[src/rtl/alu_pkg.sv]
// Shared ALU definitions: controller state encoding, slice width and the
// alu_4bit mode/function-select encodings used by designs and benches.
package alu_pkg;

   localparam int unsigned SLICE_W = 4;

   typedef enum logic [1:0] {
      ST_IDLE = 2'd0,
      ST_RUN  = 2'd1,
      ST_DONE = 2'd2
   } state_t;

   localparam logic MODE_ARITH = 1'b0;
   localparam logic MODE_LOGIC = 1'b1;

   localparam logic [3:0] FN_A      = 4'b0000;
   localparam logic [3:0] FN_AMB1   = 4'b0110;  // arith: A-B-1 (+cin); logic: A^B
   localparam logic [3:0] FN_ADD    = 4'b1001;  // arith: A+B (+cin); logic: ~(A^B)
   localparam logic [3:0] FN_AND    = 4'b1011;
   localparam logic [3:0] FN_OR     = 4'b1110;
   localparam logic [3:0] FN_AMIN1  = 4'b1111;

endpackage

[src/rtl/alu_4bit.sv]
// 4-bit ALU slice, 74181-style function table with active-high carries.
// cout is always the arithmetic carry so slices chain identically in both modes.
module alu_4bit
   import alu_pkg::*;
(
   input  logic [3:0] i_a,
   input  logic [3:0] i_b,
   input  logic       i_cin,
   input  logic       i_m,
   input  logic [3:0] i_s,
   output logic [3:0] o_f,
   output logic       o_cout
);

   logic [3:0] w_x;
   logic [3:0] w_y;
   logic [3:0] w_lg;
   logic [4:0] w_sum;

   // Arithmetic functions are expressed as x + y + cin.
   always_comb begin
      w_x = i_a;
      w_y = '0;
      case (i_s)
         4'b0000: begin w_x = i_a;         w_y = '0;          end
         4'b0001: begin w_x = i_a | i_b;   w_y = '0;          end
         4'b0010: begin w_x = i_a | ~i_b;  w_y = '0;          end
         4'b0011: begin w_x = '0;          w_y = '1;          end
         4'b0100: begin w_x = i_a;         w_y = i_a & ~i_b;  end
         4'b0101: begin w_x = i_a | i_b;   w_y = i_a & ~i_b;  end
         4'b0110: begin w_x = i_a;         w_y = ~i_b;        end
         4'b0111: begin w_x = i_a & ~i_b;  w_y = '1;          end
         4'b1000: begin w_x = i_a;         w_y = i_a & i_b;   end
         4'b1001: begin w_x = i_a;         w_y = i_b;         end
         4'b1010: begin w_x = i_a | ~i_b;  w_y = i_a & i_b;   end
         4'b1011: begin w_x = i_a & i_b;   w_y = '1;          end
         4'b1100: begin w_x = i_a;         w_y = i_a;         end
         4'b1101: begin w_x = i_a | i_b;   w_y = i_a;         end
         4'b1110: begin w_x = i_a | ~i_b;  w_y = i_a;         end
         default: begin w_x = i_a;         w_y = '1;          end
      endcase
   end

   always_comb begin
      w_lg = '0;
      case (i_s)
         4'b0000: w_lg = ~i_a;
         4'b0001: w_lg = ~(i_a | i_b);
         4'b0010: w_lg = ~i_a & i_b;
         4'b0011: w_lg = '0;
         4'b0100: w_lg = ~(i_a & i_b);
         4'b0101: w_lg = ~i_b;
         4'b0110: w_lg = i_a ^ i_b;
         4'b0111: w_lg = i_a & ~i_b;
         4'b1000: w_lg = ~i_a | i_b;
         4'b1001: w_lg = ~(i_a ^ i_b);
         4'b1010: w_lg = i_b;
         4'b1011: w_lg = i_a & i_b;
         4'b1100: w_lg = '1;
         4'b1101: w_lg = i_a | ~i_b;
         4'b1110: w_lg = i_a | i_b;
         default: w_lg = i_a;
      endcase
   end

   assign w_sum  = {1'b0, w_x} + {1'b0, w_y} + {4'b0000, i_cin};
   assign o_f    = (i_m == MODE_LOGIC) ? w_lg : w_sum[3:0];
   assign o_cout = w_sum[4];

endmodule

[src/rtl/alu_nibble_seq.sv]
// Nibble-serial wide ALU: one alu_4bit slice time-shared over NSLICE cycles,
// ripple carry held in a register between nibbles, start/done handshake.
module alu_nibble_seq
   import alu_pkg::*;
#(
   parameter  int unsigned NSLICE = 4,
   localparam int unsigned W      = SLICE_W * NSLICE
)
(
   input  logic         clk,
   input  logic         rst,
   input  logic         start,
   input  logic [W-1:0] a,
   input  logic [W-1:0] b,
   input  logic         cin,
   input  logic         m,
   input  logic [3:0]   s,
   output logic         ready,
   output logic         busy,
   output logic         done,
   output logic [W-1:0] result,
   output logic         cout
);

   localparam int unsigned CW = (NSLICE > 1) ? $clog2(NSLICE) : 1;
   localparam logic [CW-1:0] LAST = CW'(NSLICE - 1);

   state_t        r_state;
   state_t        w_state_next;
   logic [CW-1:0] r_cnt;
   logic          r_carry;
   logic [W-1:0]  r_a;
   logic [W-1:0]  r_b;
   logic          r_m;
   logic [3:0]    r_s;
   logic [W-1:0]  r_work;
   logic [W-1:0]  r_result;
   logic          r_cout;

   logic          w_ready;
   logic          w_busy;
   logic          w_done;
   logic          w_accept;
   logic [CW+1:0] w_sh;
   logic [W-1:0]  w_a_sh;
   logic [W-1:0]  w_b_sh;
   logic [3:0]    w_f;
   logic          w_cout;
   logic [W-1:0]  w_work_next;

   assign w_sh   = {r_cnt, 2'b00};
   assign w_a_sh = r_a >> w_sh;
   assign w_b_sh = r_b >> w_sh;

   alu_4bit u_slice (
      .i_a    (w_a_sh[3:0]),
      .i_b    (w_b_sh[3:0]),
      .i_cin  (r_carry),
      .i_m    (r_m),
      .i_s    (r_s),
      .o_f    (w_f),
      .o_cout (w_cout)
   );

   // Work value including the nibble being written this cycle, so the
   // final nibble can be committed to result on the same edge.
   always_comb begin
      w_work_next = r_work;
      w_work_next[w_sh +: SLICE_W] = w_f;
   end

   always_comb begin
      w_state_next = r_state;
      w_ready      = 1'b0;
      w_busy       = 1'b0;
      w_done       = 1'b0;
      case (r_state)
         ST_IDLE: begin
            w_ready = 1'b1;
            if (start) w_state_next = ST_RUN;
         end
         ST_RUN: begin
            w_busy = 1'b1;
            if (r_cnt == LAST) w_state_next = ST_DONE;
         end
         ST_DONE: begin
            w_ready      = 1'b1;
            w_done       = 1'b1;
            w_state_next = start ? ST_RUN : ST_IDLE;
         end
         default: w_state_next = ST_IDLE;
      endcase
   end

   assign w_accept = w_ready & start;

   always_ff @(posedge clk) begin
      if (rst) begin
         r_state  <= ST_IDLE;
         r_cnt    <= '0;
         r_carry  <= 1'b0;
         r_a      <= '0;
         r_b      <= '0;
         r_m      <= 1'b0;
         r_s      <= '0;
         r_work   <= '0;
         r_result <= '0;
         r_cout   <= 1'b0;
      end else begin
         r_state <= w_state_next;
         if (w_accept) begin
            r_a     <= a;
            r_b     <= b;
            r_m     <= m;
            r_s     <= s;
            r_carry <= cin;
            r_cnt   <= '0;
         end else if (r_state == ST_RUN) begin
            r_work  <= w_work_next;
            r_carry <= w_cout;
            if (r_cnt == LAST) begin
               r_cnt    <= '0;
               r_result <= w_work_next;
               r_cout   <= w_cout;
            end else begin
               r_cnt <= r_cnt + 1'b1;
            end
         end
      end
   end

   assign ready  = w_ready;
   assign busy   = w_busy;
   assign done   = w_done;
   assign result = r_result;
   assign cout   = r_cout;

endmodule

[config.mk]
export PLATFORM = sky130hd
export DESIGN_NAME = alu_nibble_seq
export DESIGN_NICKNAME = d
export VERILOG_FILES = /design/src/rtl/alu_pkg.sv /design/src/rtl/alu_4bit.sv /design/src/rtl/alu_nibble_seq.sv
export SDC_FILE = /design/constraint.sdc
export NUM_CORES = 1
export LEC_CHECK = 0
export CORE_UTILIZATION = 60
export DETAILED_ROUTE_END_ITERATION = 16
export GPL_ROUTABILITY_DRIVEN = 0
export GPL_TIMING_DRIVEN = 1
export MAX_ROUTING_LAYER = met4
export PLACE_DENSITY = 0.88
export SYNTH_ARGS = -nofsm -noshare
export SYNTH_HDL_FRONTEND = slang
export SYNTH_SLANG_ARGS = --single-unit
[constraint.sdc]
create_clock -name clk -period 11.4 [get_ports clk]
set_input_delay 1.14 -clock clk [delete_from_list [all_inputs] [get_ports clk]]
set_output_delay 1.14 -clock clk [all_outputs]
set_load 0.1 [all_outputs]
## Yosys cells after proc, flatten, opt, wreduce, memory -nomap -nowiden

Index checks and enable logic that the tools add are counted.

| storage, ports and cells | value |
|---|---|
| bits in read-only memories | 0 |
| output and inout bits | 20 |
| input bits | 41 |
| bits in latches | 0 |
| bits in registers | 75 |
| RAM bits | 0 |
| logic and storage cells | 80 |
| memories | 0 |

| cells by class | value |
|---|---|
| $add $sub $neg | 4 |
| mux-type cells | 15 |
| equal/unequal tests | 19 |
| $mul | 0 |
| magnitude comparators | 0 |
| shifts and indexed selects | 4 |
| div/mod/pow operators | 0 |
| reductions and logical operators | 14 |
| bitwise operators | 14 |

Operators by type and width:

| operator | number |
|---|---|
| 4-bit one-hot mux with 15 select lines | 1 |
| 16-bit by 4-bit right shift with 4-bit output | 2 |
| 4-bit == test (second input constant) | 7 |
| 4-bit one-hot mux with 6 select lines | 1 |
| 4-bit inverter | 5 |
| 4-bit one-hot mux with 5 select lines | 1 |
| 16-bit bitwise mux | 1 |
| 4-bit by 3-bit == test with 1-bit output (second input constant) | 4 |
| 4-bit by 6-bit variable shift with 16-bit output (first input constant) | 1 |
| 4-bit by 6-bit indexed part select with 16-bit output | 1 |
| 4-bit bitwise AND | 3 |
| 4-bit OR | 3 |
| 3-bit OR reduction | 4 |
| 4-bit by 2-bit == test with 1-bit output (second input constant) | 2 |
| 2-bit OR reduction | 4 |
| 1-bit two-way mux | 6 |
| 2-bit two-way mux | 3 |
| 4-bit negator with 6-bit output | 1 |
| 2-bit one-hot mux with 3 select lines | 1 |
| 4-bit by 4-bit adder with 5-bit output | 1 |
| 5-bit by 1-bit adder with 5-bit output | 1 |
| 2-bit == test (second input constant) | 2 |
| 4-bit by 1-bit == test with 1-bit output (second input constant) | 1 |
| 4-bit zero test | 1 |
| other kinds (11) | 13 |

## Logic depth before layout (Yosys ltp)

Gate-level depths: netlist (run 1).

| logic depth | value |
|---|---|
| depth after elaboration | 9 |
| gate-level depth with buffers | 17 |
| mapped depth without buffers | 16 |

## By module

A second synthesis (run 1) with hierarchy kept.

| unflattened totals | value |
|---|---|
| cell total of the unflattened synthesis | 566 |
| area total of the unflattened synthesis | 4606.9 um^2 |

By module, submodules not included:

| module | area each (um^2) | times used | cells each | sequential area each (um^2) |
|---|---|---|---|---|
| alu_nibble_seq | 3168.0 | 1 | 352 | 1501.4 |
| alu_4bit | 1438.9 | 1 | 214 | 0.0 |

## Worst setup path before layout (run 1)

Ideal clock, no wire load.

| timing path | value |
|---|---|
| path type | flip-flop to flip-flop |
| from | reg r_cnt[0] |
| to | reg r_work[2] |
| setup time | 0.117 ns |
| arrival time | 3.735 ns |
| cell stages (with the launch flop) | 17 |
| setup slack | 7.548 ns |
| data required time | 11.283 ns |
| buffers on the path | 1 |
| period minus slack after synthesis | 3.852 ns |
| cell sequence | dfxtp_1 -> buf_4 -> mux4_2 -> inv_1 -> ha_1 -> a22oi_1 -> nand2b_1 -> nand2_1 -> a32oi_1 -> o211a_1 -> fa_1 -> xnor2_1 -> a22o_1 -> a211oi_1 -> o211ai_1 -> and3_1 -> a22o_1 |

| between the ends | value |
|---|---|
| cells in the longest elaborated chain, start to end | 9 |
| elaborated cells on any way between the ends | 24 |
| those cells by class | 3 x add/sub; 4 x shift; 5 x mux; 12 x bitwise |

RTL lines:

| what | RTL line | RTL |
|---|---|---|
| from (decl) | alu_nibble_seq.sv:30 | `logic [CW-1:0] r_cnt;` |
| from (signal assigned) | alu_nibble_seq.sv:126 | `r_cnt <= r_cnt + 1'b1;` |
| 16-bit by 4-bit right shift with 4-bit output | alu_nibble_seq.sv:53 | `assign w_b_sh = r_b >> w_sh;` |
| 4-bit inverter | -- |  |
| 4-bit bitwise AND or 4-bit OR (tied branches) | -- |  |
| 4-bit one-hot mux with 6 select lines or 4-bit one-hot mux with 5 select lines (tied branches) | alu_4bit.sv:24 | `case (i_s)` |
| 4-bit by 4-bit adder with 5-bit output | alu_4bit.sv:66 | `assign w_sum = {1'b0, w_x} + {1'b0, w_y} + {4'b0000, i_cin};` |
| 5-bit by 1-bit adder with 5-bit output | alu_4bit.sv:66 |  |
| 4-bit two-way mux | alu_4bit.sv:67 | `assign o_f = (i_m == MODE_LOGIC) ? w_lg : w_sum[3:0];` |
| 4-bit by 6-bit indexed part select with 16-bit output | alu_nibble_seq.sv:69 | `w_work_next[w_sh +: SLICE_W] = w_f;` |
| 16-bit bitwise mux (*) | alu_nibble_seq.sv:69 |  |
| to (signal assigned) | alu_nibble_seq.sv:119 | `r_work <= w_work_next;` |
| to (decl) | alu_nibble_seq.sv:36 | `logic [W-1:0] r_work;` |

Every way passes the cells marked *; elsewhere a longest branch is shown, timed or not.
A chain may end at the register's enable or synchronous reset.

## Worst setup path after layout (run 1)

Same ends and word-level chain as after synthesis.

==> impl_metrics.csv, run 1 <==
group,metric,value,unit
run_status,status,"finished clean",
yosys,ys_async_sr_fraction,0,%
critical_path,crit_start,"r_cnt[0]$_SDFFE_PP0P_",
yosys,synth_nets,646,
sta,min_period_over_period,40.9,%
power,power.total,654,uW
routing,avgViaCountPerCell,6.18,
critical_path,rr_startpoint,"r_cnt[0]$_SDFFE_PP0P_",
routing,drc_errors,0,
sta,setup_viol,0,
die,die_h,88.6,um
grt,grt_max_degree,73,
critical_path,r2r_slack,6.73,ns
routing,firstDrtPassIters,6,
sta,tns,0,ns
die,start_util,62.1,%
yosys,synth_cell_types,58,
yosys,postSynthCellCount,578,
routing,wl_per_cell,16.4,um
sta,finClkSkew,0.0135,ns
routing,drt_iter0_drc,554,
finish,layout-drive-gt1-share,5.68,%
routing,totalWireLength,11.7,mm
power,power_leakage,1.90,nW
yosys,yosysWarnings,0,
power,powerDensity,123,mW/mm2
die,num_io_pins,61,
sta,rsz0062_at_grt,"false",
clock_tree,cts_tree,"yes",
critical_path,critPathTopFamily,"compound AO/OA/AOI/OAI gates",
clock_tree,clkLatencyLatePin,0.36,ns
sta,slew_headroom,24.2,%
yosys,syn_area,0.00450,mm2
sta,tightest_slew,1.13,ns
critical_path,criticalPathCategory,"flip-flop to flip-flop",
finish,diodes,0,
power,ir_drop,82.0,uV
yosys,synth.avg_cell_area,7.79,um2
clock_tree,cts_buffers,9,
placed_design,placed_cells,699,
worst_hold_path,hold_class,"flip-flop to flip-flop",
clock_tree,clkTransAtPathRegs,0.08,ns
critical_path,max_stage_delay,0.83,ns
clock_tree,cts_setup_buffers,0,
clock_tree,clk_path_buf_depth,2,
run,cap_violations,0,
critical_path,path_cells,"mux4_2 > inv_1 > ha_1 > nand2_1 > o21ai_0 > nand2_1 > o31ai_1 > a21oi_1 > fa_1 > fa_1 > xnor2_1 > a22o_1 > a211oi_1 > o211ai_1 > and3_1 > a22o_1",
yosys,synth_edf_count,0,
routing,antenna_left,0,
yosys,synth_area_leaders,"dfxtp_1 (33%), nand2_1 (9.2%), ha_1 (6.9%)",
placed_design,place_hpwl,8.31,mm
critical_path,rr_endpoint,"r_work[2]$_SDFFE_PP0P_",
die,core_area,0.00725,mm2
yosys,synth.largest_area_cell,"dfxtp_1",
die,fp.dieW,88.6,um
clock_tree,cts_sinks,75,
placed_design,pre_cts_slack,6.83,ns
critical_path,worstSetupStartpointType,"flip-flop",
grt,grtUsageTotal,32.1,%
critical_path,critPathCapture,"r_work[2]$_SDFFE_PP0P_",
sta,hold_violations,0,
grt,grt_first_pass_wirelength,18.8,mm
finish,post-route-util,73.3,%
grt,grt_pass1_vias,4044,
sta,period_minus_slack,4.67,ns
worst_hold_path,holdCritStartpoint,"r_b[4]$_SDFFE_PP0P_",
grt,grt_overflow,0,
die,row_count,31,
sta,fmax,214,MHz
yosys,synthFlopType,"dfxtp_1",
finish,n_fill_cell,554,
clock_tree,ctsHoldBuffers,0,
yosys,synth_sequential_area_ratio,33.3,%
finish,stdcell_count,715,
routing,vias,4416,
yosys,ys_ff_latch,75,
critical_path,reg2regPathDepth,16,
yosys,synth_top_area_share,33.3,%
sta,setup_ws,6.73,ns
placed_design,io_buffers,60,
clock_tree,cts-root-buf,"clkbuf_8",
clock_tree,htreeDepth,3,
finish,fin_nets,679,
critical_path,cp_max_fo,16,
clock_tree,cts_resized,0,
critical_path,crit_path_end_kind,"flip-flop",
critical_path,cpMaxStageDelayCell,"dfxtp_1",
critical_path,cp.required,11.65,ns
finish,syn_to_final_growth,18.1,%
critical_path,cp.depth,16,
critical_path,crit_arrival,4.92,ns
critical_path,cp.buffers_inverters,1,
grt,antenna_found_initial,0,
die,dieArea,0.00786,mm2
sta,maxSlewViolCount,0,
==> cell usage in the layout (no fill, tap or decap), types with 5 or more instances in the layout <==
master / count
nand3b_1: 5
clkbuf_8: 9
nor2_1: 36
a31oi_1: 13
o32ai_1: 9
ha_1: 25
nor2b_1: 10
a22oi_1: 6
dfxtp_1: 75
nand3_1: 10
a21oi_1: 54
nand2_1: 110
o211ai_1: 8
o21ai_0: 22
inv_1: 32
mux4_2: 8
nor3_1: 13
clkdlybuf4s50_1: 59
and3_1: 5
a22o_1: 11
nand2b_1: 18
==> power by group <==
part | total [mW] | internal (mW) | switching [mW]
Combinational | 0.131 | 0.0534 | 0.0771
Sequential | 0.283 | 0.272 | 0.0112
Clock | 0.240 | 0.128 | 0.113
Total | 0.654 | 0.453 | 0.201
==> metrics by stage <==
stage	instance area, um2	hold slack, ns
4_1_cts	5320	0.458
3_3_place_gp	5090	0.438
2_1_floorplan	4500	0.432
5_1_grt	5320	0.470
6_report	5320	0.457
3_5_place_dp	5090	0.446
==> cell type report <==
class,count,area [um2],area share (%)
Timing Repair Buffer,64,626,11.8
Sequential cell,75,1500,28.2
Clock buffer,9,124,2.33
Clock inverter,7,108,2.02
Multi-Input combinational cell,429,2720,51.1
Tap cell,99,124,2.33
Inverter,32,120,2.26
==> registers in the layout, indices dropped and copies added (netlist names), 2 cells and up <==
name     count
result      16
r_cnt        2
r_s          4
r_work      16
r_a         16
r_state      2
r_b         16
==> worst min path at each step <==
stage / to / slack (ns) / cells past startpoint
after global placement: r_b[11]$_SDFFE_PP0P_ / 0.44 / 2
after floorplan: r_b[7]$_SDFFE_PP0P_ / 0.43 / 2
after global routing: r_b[11]$_SDFFE_PP0P_ / 0.47 / 2
after detailed placement: r_a[13]$_SDFFE_PP0P_ / 0.45 / 2
after CTS: r_b[7]$_SDFFE_PP0P_ / 0.46 / 2
final: r_b[4]$_SDFFE_PP0P_ / 0.46 / 2
==> tightest hold or removal path: stages, from the launching register on <==
cell and delay [ns]:
dfxtp_1 0.31, nand2_1 0.05, a21oi_1 0.05
==> logic make-up (layout without fill, tap and decap cells) <==
logic type	Yosys count	count (layout)	share of synthesized area, %
AOI/OAI and AO/OA	162	162	23.7
xor gates and xnor gates	1	1	0.195
adders and majority gates	27	27	7.84
buffers and inverters	74	112	6.36
DFF	75	75	33.3
muxes	9	9	4.58
and+or+nand+nor	230	230	24.0
==> cells in the mapped netlist, drive strengths merged, types with 3 or more instances <==
cell	n
a221oi	4
a311oi	4
dfxtp	75
buf	5
mux4	9
nand3	10
a21oi	54
and2	5
nand2	110
nor3	13
o22ai	3
and3	5
nand3b	5
o21ai	23
a22oi	6
nor2b	11
nand2b	18
a211oi	5
a22o	11
o31ai	3
o21bai	3
inv	32
o32ai	9
o211ai	8
clkbuf	37
nor2	36
ha	25
a31oi	13
==> layer usage <==
layer	global-route usage (%)	vias up	share of wire [%]
li1	-	2106	-
met1	40.1	2013	41
met2	51.5	260	48
met3	5.88	37	8.4
met4	12.9	0	2.7
met5	-	-	0
No activity file was read; power rests on OpenSTA's default activity.
==> inputs of run 2 (changes only) <==
--- a/config.mk
+++ b/config.mk
@@ -5,12 +5,12 @@
 export SDC_FILE = /design/constraint.sdc
 export NUM_CORES = 1
 export LEC_CHECK = 0
-export CORE_UTILIZATION = 60
+export CORE_UTILIZATION = 50
 export DETAILED_ROUTE_END_ITERATION = 16
 export GPL_ROUTABILITY_DRIVEN = 0
 export GPL_TIMING_DRIVEN = 1
 export MAX_ROUTING_LAYER = met4
-export PLACE_DENSITY = 0.88
+export PLACE_DENSITY = 0.79
 export SYNTH_ARGS = -nofsm -noshare
 export SYNTH_HDL_FRONTEND = slang
 export SYNTH_SLANG_ARGS = --single-unit
==> constraint.sdc (replaced) <==
create_clock -name clk -period 4.14 [get_ports clk]
set_input_delay 0.414 -clock clk [delete_from_list [all_inputs] [get_ports clk]]
set_output_delay 0.414 -clock clk [all_outputs]
set_load 0.1 [all_outputs]
==> impl_metrics.csv, run 2 (same netlist as run 1, synthesis figures left out) <==
group,metric,value,unit
run_status,status,"finished clean",
sta,period_minus_slack,3.95,ns
routing,totalWireLength,12.7,mm
placed_design,place_hpwl,8.83,mm
finish,final_common_cell,"nand2_1",
routing,wl_per_cell,17.1,um
critical_path,crit_path_end_kind,"flip-flop",
finish,final_cell_mix,"nand2_1 (110), dfxtp_1 (73), clkdlybuf4s50_1 (59), a21oi_1 (54), nor2_1 (36)",
grt,antenna_found_initial,0,
finish,diodes,0,
critical_path,crit_arrival,4.19,ns
finish,syn_to_final_growth,22.2,%
sta,hold_violations,0,
sta,setup_viol,0,
power,power_leakage,2.00,nW
worst_hold_path,hold_depth,2,
finish,fin_nets,696,
sta,slew_headroom,17.6,%
critical_path,reg2regPathDepth,17,
finish,layout-drive-gt1-share,8.69,%
finish,post-route-util,63.1,%
routing,drt_iter0_drc,680,
critical_path,cpMaxStageDelayCell,"mux4_2",
routing,drc_errors,0,
critical_path,worstSetupStartpointType,"flip-flop",
sta,fmax,253,MHz
grt,grt_overflow,0,
sta,min_period_over_period,95.5,%
grt,grt_max_degree,47,
die,die_h,96.9,um
clock_tree,cts_sinks,75,
clock_tree,clkTransAtPathRegs,0.09,ns
critical_path,cpMostUsedCell,"fa_1",
die,dieArea,0.00939,mm2
finish,stdcell_count,741,
critical_path,max_stage_delay,0.44,ns
sta,tightest_slew,1.23,ns
critical_path,criticalPathCategory,"flip-flop to flip-flop",
die,fp.dieW,96.9,um
sta,finClkSkew,0.0111,ns
sta,tns,0,ns
critical_path,cp_max_fo,15,
placed_design,io_buffers,60,
grt,grt_pass1_vias,4266,
clock_tree,cts_tree,"yes",
worst_hold_path,hold_class,"flip-flop to flip-flop",
clock_tree,clk_path_buf_depth,2,
routing,antenna_left,0,
finish,n_fill_cell,751,
power,ir_drop,195,uV
clock_tree,clkLatencyLatePin,0.37,ns
die,num_io_pins,61,
routing,vias,4600,
grt,grt_first_pass_wirelength,20.7,mm
routing,avgViaCountPerCell,6.21,
die,core_area,0.00872,mm2
clock_tree,cts_buffers,9,
grt,grtUsageTotal,27.8,%
sta,maxSlewViolCount,0,
critical_path,path_cells,"buf_8 > mux4_2 > ha_1 > inv_1 > o21ai_0 > nand2_1 > o31ai_1 > a21oi_1 > fa_1 > fa_1 > xnor2_1 > a22o_1 > a211oi_1 > o211ai_1 > buf_4 > a31oi_1 > nor3_1",
power,powerDensity,333,mW/mm2
die,start_util,51.6,%
placed_design,placed_cells,722,
critical_path,cp.required,4.38,ns
clock_tree,htreeDepth,3,
power,power.total,1.83,mW
clock_tree,cts-root-buf,"clkbuf_8",
routing,firstDrtPassIters,7,
die,row_count,34,
run,cap_violations,0,
run 2: layout make-up:
type                    instances  area (um2)  area share [%]
repair buffers                 80         753            13.7
flip-flops and latches         75        1500            27.3
well taps                     108         135            2.46
clock buffers                  10         138            2.50
inverters                      32         120            2.18
multi-input cells             430        2760            50.1
clock inverters                 6        96.3            1.75
run 2: what timing repair did:
item | CTS | global route
buffers inserted | 0 | 2
gates resized for setup | 0 | 7
endpoints found under the setup margin | 0 | 24
hold buffers | 0 | 0
run 2: where the power goes:
part           internal, mW  total, mW  switching [mW]
combinational         0.164      0.398           0.234
sequential            0.748      0.771          0.0227
clock                 0.363      0.664           0.301
total                  1.28       1.83           0.558
run 2: metal layers:
layer / vias up / GRT usage (%) / share of wire, %
li1: 2150 / - / -
met1: 2106 / 36.5 / 42
met2: 292 / 42.8 / 46
met3: 52 / 4.05 / 8.6
met4: 0 / 11.9 / 3.4
met5: - / - / 0
run 2: metrics by stage:
step | cell area [um2] | hold slack (ns) | worst slack, ns
after CTS | 5440 | 0.456 | 0.0387
after global routing | 5500 | 0.476 | -0.190
after global placement | 5200 | 0.438 | 0.270
after detailed placement | 5200 | 0.445 | 0.0884
after floorplan | 4500 | 0.432 | 0.288
final | 5500 | 0.454 | 0.187
run 2: path summary, 6_finish.rpt:
path	slack, ns	to	from
worst max-delay path	0.19	result[2]$_SDFFE_PP0P_	r_cnt[0]$_SDFFE_PP0P_
worst min-delay path	0.45	r_a[15]$_SDFFE_PP0P_	r_a[15]$_SDFFE_PP0P_
worst max register to register	0.19	result[2]$_SDFFE_PP0P_	r_cnt[0]$_SDFFE_PP0P_
worst min register to register	0.45	r_a[15]$_SDFFE_PP0P_	r_a[15]$_SDFFE_PP0P_
run 2: critical path, delay by kind of cell, from the launching register on:
family,cells,cell delay (ns)
compound gates,7,1.21
fa+ha+maj,3,1.10
mux,1,0.44
buf+inv,3,0.39
flops,1,0.36
xor+xnor,1,0.17
simple gates,2,0.15
==> inputs of run 3 (changes only) <==
--- a/config.mk
+++ b/config.mk
@@ -5,12 +5,13 @@
 export SDC_FILE = /design/constraint.sdc
 export NUM_CORES = 1
 export LEC_CHECK = 0
-export CORE_UTILIZATION = 50
+export CORE_UTILIZATION = 60
 export DETAILED_ROUTE_END_ITERATION = 16
 export GPL_ROUTABILITY_DRIVEN = 0
 export GPL_TIMING_DRIVEN = 1
+export HOLD_SLACK_MARGIN = 0.06
 export MAX_ROUTING_LAYER = met4
-export PLACE_DENSITY = 0.79
+export PLACE_DENSITY = 0.88
 export SYNTH_ARGS = -nofsm -noshare
 export SYNTH_HDL_FRONTEND = slang
 export SYNTH_SLANG_ARGS = --single-unit
==> constraint.sdc (replaced) <==
create_clock -name clk -period 5.1 [get_ports clk]
set_input_delay 0.51 -clock clk [delete_from_list [all_inputs] [get_ports clk]]
set_output_delay 0.51 -clock clk [all_outputs]
set_load 0.1 [all_outputs]
==> impl_metrics.csv, run 3 (same netlist as run 1, synthesis figures left out) <==
group,metric,value,unit
critical_path,critPathTopFamily,"compound AO/OA/AOI/OAI gates",
routing,totalWireLength,12.3,mm
clock_tree,cts_resized,0,
sta,setup_viol,0,
sta,fmax,228,MHz
critical_path,max_stage_delay,0.64,ns
critical_path,crit_arrival,4.65,ns
critical_path,worstSetupStartpointType,"flip-flop",
finish,layout-drive-gt1-share,6.44,%
die,fp.dieW,88.6,um
placed_design,io_buffers,60,
sta,min_period_over_period,85.9,%
routing,drc_errors,0,
finish,syn_to_final_growth,18.9,%
finish,post-route-util,73.8,%
grt,grt_first_pass_wirelength,19.9,mm
routing,wl_per_cell,17.1,um
sta,maxSlewViolCount,0,
grt,grt_pass1_vias,4292,
clock_tree,clk_path_buf_depth,2,
clock_tree,clkLatencyLatePin,0.36,ns
critical_path,cp.buffers_inverters,1,
power,powerDensity,273,mW/mm2
die,num_io_pins,61,
sta,tightest_slew,1.15,ns
grt,grt_max_degree,73,
sta,period_minus_slack,4.38,ns
clock_tree,cts_setup_buffers,0,
critical_path,crit_path_end_kind,"flip-flop",
sta,finClkSkew,0.0111,ns
finish,multiInputGateArea,0.00272,mm2
clock_tree,cts-root-buf,"clkbuf_8",
clock_tree,clkTransAtPathRegs,0.09,ns
finish,n_fill_cell,541,
routing,firstDrtPassIters,7,
power,power.total,1.46,mW
run,cap_violations,0,
finish,final_common_cell,"nand2_1",
critical_path,path_cells,"buf_4 > mux4_2 > ha_1 > a22oi_1 > nand2b_1 > a21oi_1 > o21ai_0 > o211ai_1 > ha_1 > nor2b_1 > o21ai_0 > a21oi_1 > nor3_1 > nand3_1 > a311oi_1",
routing,antenna_left,0,
finish,fin_nets,684,
critical_path,cpMaxStageDelayCell,"mux4_2",
clock_tree,cts_sinks,75,
grt,grtUsageTotal,34.2,%
grt,antenna_found_initial,0,
routing,avgViaCountPerCell,6.34,
placed_design,place_hpwl,8.57,mm
die,core_area,0.00725,mm2
routing,drt_iter0_drc,594,
critical_path,criticalPathCategory,"flip-flop to flip-flop",
clock_tree,cts_tree,"yes",
run_status,status,"finished clean",
routing,vias,4567,
critical_path,cp_max_fo,11,
finish,diodes,0,
die,row_count,31,
sta,tns,0,ns
sta,slew_headroom,23.3,%
clock_tree,cts_buffers,9,
finish,seq_area,0.00150,mm2
power,power_leakage,1.93,nW
die,die_h,88.6,um
die,dieArea,0.00786,mm2
clock_tree,ctsHoldBuffers,0,
power,ir_drop,251,uV
finish,final_cell_mix,"nand2_1 (110), dfxtp_1 (75), clkdlybuf4s50_1 (59), a21oi_1 (54), nor2_1 (36)",
sta,rsz0062_at_grt,"false",
sta,hold_violations,0,
die,start_util,62.1,%
critical_path,cp.required,5.37,ns
grt,grt_overflow,0,
worst_hold_path,hold_class,"flip-flop to flip-flop",
clock_tree,htreeDepth,3,
-- run 3: layout make-up --
type	instances	area share [%]
multi-input combinational	429	50.7
sequential	75	28.0
timing repair buffer	69	12.4
clock buffer	9	2.31
tap	99	2.31
inverter	32	2.24
clock inverter	7	1.99
-- run 3: worst min-delay path, cell delays in order, from the launching register on --
cell and delay, ns:
dfxtp_1 0.32, nand2_1 0.05, a21oi_1 0.05
-- run 3: routing by layer --
metal | up-vias | wire length, um | track usage, %
met5 | - | 0 | -
met4 | 0 | 367 | 14.2
met3 | 45 | 1260 | 6.34
met2 | 318 | 5850 | 53.3
met1 | 2099 | 4840 | 43.7
li1 | 2105 | - | -
-- run 3: where the power goes --
group,leakage (nW),switching (mW),total (mW),internal (mW)
combinational,1.20,0.178,0.300,0.122
clock,0.116,0.247,0.531,0.284
sequential,0.611,0.0250,0.632,0.607
total,1.93,0.449,1.46,1.01
-- run 3: final timing paths --
path                            cells past startpoint                  start  slack [ns]                     end
worst min-delay path                                2    r_a[7]$_SDFFE_PP0P_        0.46     r_a[7]$_SDFFE_PP0P_
worst min register to register                      2    r_a[7]$_SDFFE_PP0P_        0.46     r_a[7]$_SDFFE_PP0P_
worst max-delay path                               15  r_cnt[0]$_SDFFE_PP0P_        0.72  result[3]$_SDFFE_PP0P_
worst max register to register                     15  r_cnt[0]$_SDFFE_PP0P_        0.72  result[3]$_SDFFE_PP0P_
-- run 3: metrics by stage --
step / hold slack (ns) / setup slack (ns) / std cells / cell area, um2
6_report: 0.461 / 0.717 / 720 / 5360
5_1_grt: 0.484 / 0.458 / 720 / 5360
4_1_cts: 0.459 / 0.794 / 720 / 5360
3_5_place_dp: 0.447 / 0.868 / 704 / 5130
3_3_place_gp: 0.440 / 1.04 / 704 / 5130
2_1_floorplan: 0.432 / 1.25 / 578 / 4500
==> patch 1: new RTL, settings of run 2 <==
`NSLICE`: 4 -> 8.
--- a/src/rtl/alu_nibble_seq.sv
+++ b/src/rtl/alu_nibble_seq.sv
@@ -5,3 +5,3 @@
 #(
-   parameter  int unsigned NSLICE = 4,
+   parameter  int unsigned NSLICE = 8,
    localparam int unsigned W      = SLICE_W * NSLICE
Ports: changed (resized a, b and result); port bits go from 61 to 109. No check against the original RTL was run, so the function may have changed too.
==> patch 1 against run 2 <==
Clock power grew 150%; synthesized area grew 64%; final area grew 74%; count of clock-buffer cells in the layout grew 12; wire length grew 68%; maximum frequency grew 1.2%; sequential share of layout area grew 2.0 points; global-route usage grew 2.2 points; combinational power grew 51%; worst setup slack gained 0.047 ns; total power grew 100%; sequential cell count grew 65; highest routed layer unchanged.
==> patch 1: results <==
group,metric,value,unit
clock_network,clk_pin_slew,0.06,ns
layout,drive_above_1_share,12.6,%
grt,grt_pass1_vias,6936,
layout,diodes,1,
sta,worst_slew_pin_slew,1.02,ns
yosys,yosysUniqueCellTypes,62,
setup_path,worstPathMaxFanout,16,
layout,inv_count,22,
drt,drt_wl_total,21400,um
place,dp_hpwl,14500,um
yosys,synthAdderAreaFrac,4.44,%
layout,synthToLayoutAreaGrowth,29.7,%
setup_path,reg2reg_to,"result[10]",
layout,nFillCells,1145,
layout,clk_share,6.73,%
yosys,synth_cells,932,
yosys,synth_compound_area_share,21.8,%
clock_network,h-tree-depth,4,
layout,nClkBuffers,22,
yosys,avgSynthCellArea,7.92,um2
layout,buf_share,16.5,%
place,dp_slack,-0.168,ns
layout,seq-cell-share,29.3,%
grt,track_usage,30.0,%
yosys,yosysSeqAreaShare,38.0,%
sta,clock-skew-final,0.00472,ns
yosys,syn_nets,1030,
yosys,ys_top_cells_by_count,"nand2_1, a21oi_1, dfxtp_1, nor2_1, clkbuf_1",
setup_path,worstReg2RegStart,"r_cnt[1]",
setup_path,reg2reg_depth,18,
sta,timing.final.crit_period,3.91,ns
drt,firstDrtPassIters,5,
yosys,ys_top_cells_by_area,"dfxtp_1, nand2_1, a21oi_1",
drt,vias_per_cell,5.91,
clock_network,clock-root-buffer,"clkbuf_16",
status,outcome,"finished, final reports clean",
grt,grt_first_pass_wirelength,34400,um
pwr,leakage,3.49,nW
grt,grt_max_degree,85,
==> patch 1: worst min path at each step <==
stage	cells past startpoint	to	start	slack, ns
floorplan	2	r_work[10]	r_work[10]	0.43
global placement	2	r_work[2]	r_work[2]	0.44
CTS	2	r_b[17]	r_b[17]	0.45
detailed placement	2	r_b[17]	r_b[17]	0.45
finish	2	r_b[17]	r_b[17]	0.45
global route	2	r_work[22]	r_work[22]	0.47
==> patch 1: repair_timing <==
action                     CTS  global route
pin swaps                    0             1
gates cloned                 0             0
setup buffers                0             2
gates resized for setup      1             5
setup endpoints to repair   16            37
==> patch 1: report_power, final <==
| group | leakage (nW) | internal, mW | total, mW | switching [mW] |
|---|---|---|---|---|
| Combinational | 2.03 | 0.256 | 0.602 | 0.346 |
| Sequential | 1.14 | 1.39 | 1.43 | 0.0377 |
| Clock | 0.317 | 1.07 | 1.64 | 0.570 |
| Total | 3.49 | 2.72 | 3.67 | 0.953 |
==> patch 1: routing by layer <==
metal	routed length [um]	vias to the layer above	track usage (%)
met3	1640	66	6.00
met2	10100	339	46.7
li1	-	3524	-
met5	0	-	-
met1	8950	3458	37.8
met4	686	0	12.6
==> patch 1: critical path, stage by stage (launching register included) <==
cell and delay, ns:
dfxtp_1 0.38, buf_12 0.17, mux2i_1 0.10, mux4_2 0.50, inv_2 0.10, ha_1 0.19
nand3b_1 0.11, a21oi_2 0.20, a221oi_1 0.07, nand2_1 0.10, o21ai_0 0.09, fa_1 0.43
fa_2 0.38, xnor2_1 0.14, o22ai_1 0.13, a41oi_4 0.22, buf_12 0.18, nand2_1 0.06
a311oi_1 0.26
==> patch 2: new RTL, flow settings as in run 2 <==
Made on the original files. Encoding of `state_t`: now one-hot (3 bits for 3 states).
--- a/src/rtl/alu_pkg.sv
+++ b/src/rtl/alu_pkg.sv
@@ -6,6 +6,6 @@
 
-   typedef enum logic [1:0] {
-      ST_IDLE = 2'd0,
-      ST_RUN  = 2'd1,
-      ST_DONE = 2'd2
+   typedef enum logic [2:0] {
+      ST_IDLE = 3'b001,
+      ST_RUN  = 3'b010,
+      ST_DONE = 3'b100
    } state_t;
Behaviour: no difference found for any inputs over 4 cycles, from zero or initial values and one cycle with rst high; so few cycles prove little.
==> patch 2 against run 2 <==
The flow now finishes with violations (design-rule violations); final area up 0.80%; clock power barely moved; synthesized area up 2.5%; sequential cell count increased by 1; global-route usage is 1.3 points lower; clock skew increased by 0.00087 ns; worst setup slack better by 0.055 ns; wire length shrank 3.8%; total power fell by 1.9%; critical endpoint is now result[14]; largest power group unchanged; highest routed layer unchanged.
==> patch 2: results <==
group,metric,value,unit
grt,grt_max_degree,56,
drt,drt_wl_total,12200,um
drt,wl_met2,5640,um
setup_path,worstPathMaxFanout,8,
layout,drive_above_1_share,8.72,%
yosys,synth_compound_area_share,21.2,%
sta,whs,0.454,ns
yosys,ys_top_cells_by_area,"dfxtp_1, nand2_1, a21oi_1",
pwr,leakage,1.94,nW
grt,grt_util_met1,32.9,%
yosys,ys_top_cells_by_count,"nand2_1, dfxtp_1, a21oi_1, nor2_1, inv_1",
pwr,ir_drop,0.000211,V
grt,use_met2,41.7,%
grt,track_usage,26.5,%
drt,drc,3,
layout,layout.cells.non_filler,762,
min_path,hp-start,"r_work[4]",
yosys,yosysUniqueCellTypes,65,
place,dp_hpwl,8510,um
grt,grt_first_pass_wirelength,20100,um
status,outcome,"finished with violations",
status,violations,"design-rule violations",
layout,nets,717,
yosys,synthMuxAreaShare,5.15,%
grt,gr-usage-met3,5.94,%
drt,wl_met1,5270,um
yosys,syn_nets,669,
grt,grt_pass1_vias,4282,
yosys,synthAdderAreaFrac,7.65,%
sta,clock-skew-final,0.0119,ns
drt,first_iter_violations,445,
setup_path,cp-start-kind,"register",
yosys,synth-xor-area-share,0.190,%
drt,route.met3.wl,1020,um
clock_network,postCtsSetupBuffers,1,
pwr,p_int,1.25,mW
place,dp_slack,-0.0411,ns
-- patch 2: per-stage QoR --
step	instance area (um2)	TNS (ns)	util [%]	total power [mW]
2_1_floorplan	4610	0	-	1.02
3_3_place_gp	5260	0	59.4	1.12
3_5_place_dp	5260	-0.116	59.4	1.13
4_1_cts	5490	0	62.1	1.79
5_1_grt	5550	0	62.7	1.87
6_report	5550	0	62.7	1.80
-- patch 2: power groups by stage --
stage | combinational (mW) | sequential (mW) | clock (mW)
6_report | 0.355 | 0.780 | 0.664
5_1_grt | 0.389 | 0.783 | 0.702
4_1_cts | 0.340 | 0.779 | 0.670
3_5_place_dp | 0.335 | 0.796 | 0
3_3_place_gp | 0.326 | 0.794 | 0
2_1_floorplan | 0.239 | 0.785 | 0
-- patch 2: cell type report --
cell class | count | area, um2
fillers | 808 | 3300
well taps | 108 | 135
clock buffers | 9 | 124
inverters | 32 | 120
repair buffers | 78 | 732
multi-input cells | 452 | 2810
clock inverters | 7 | 105
flip-flops and latches | 76 | 1520
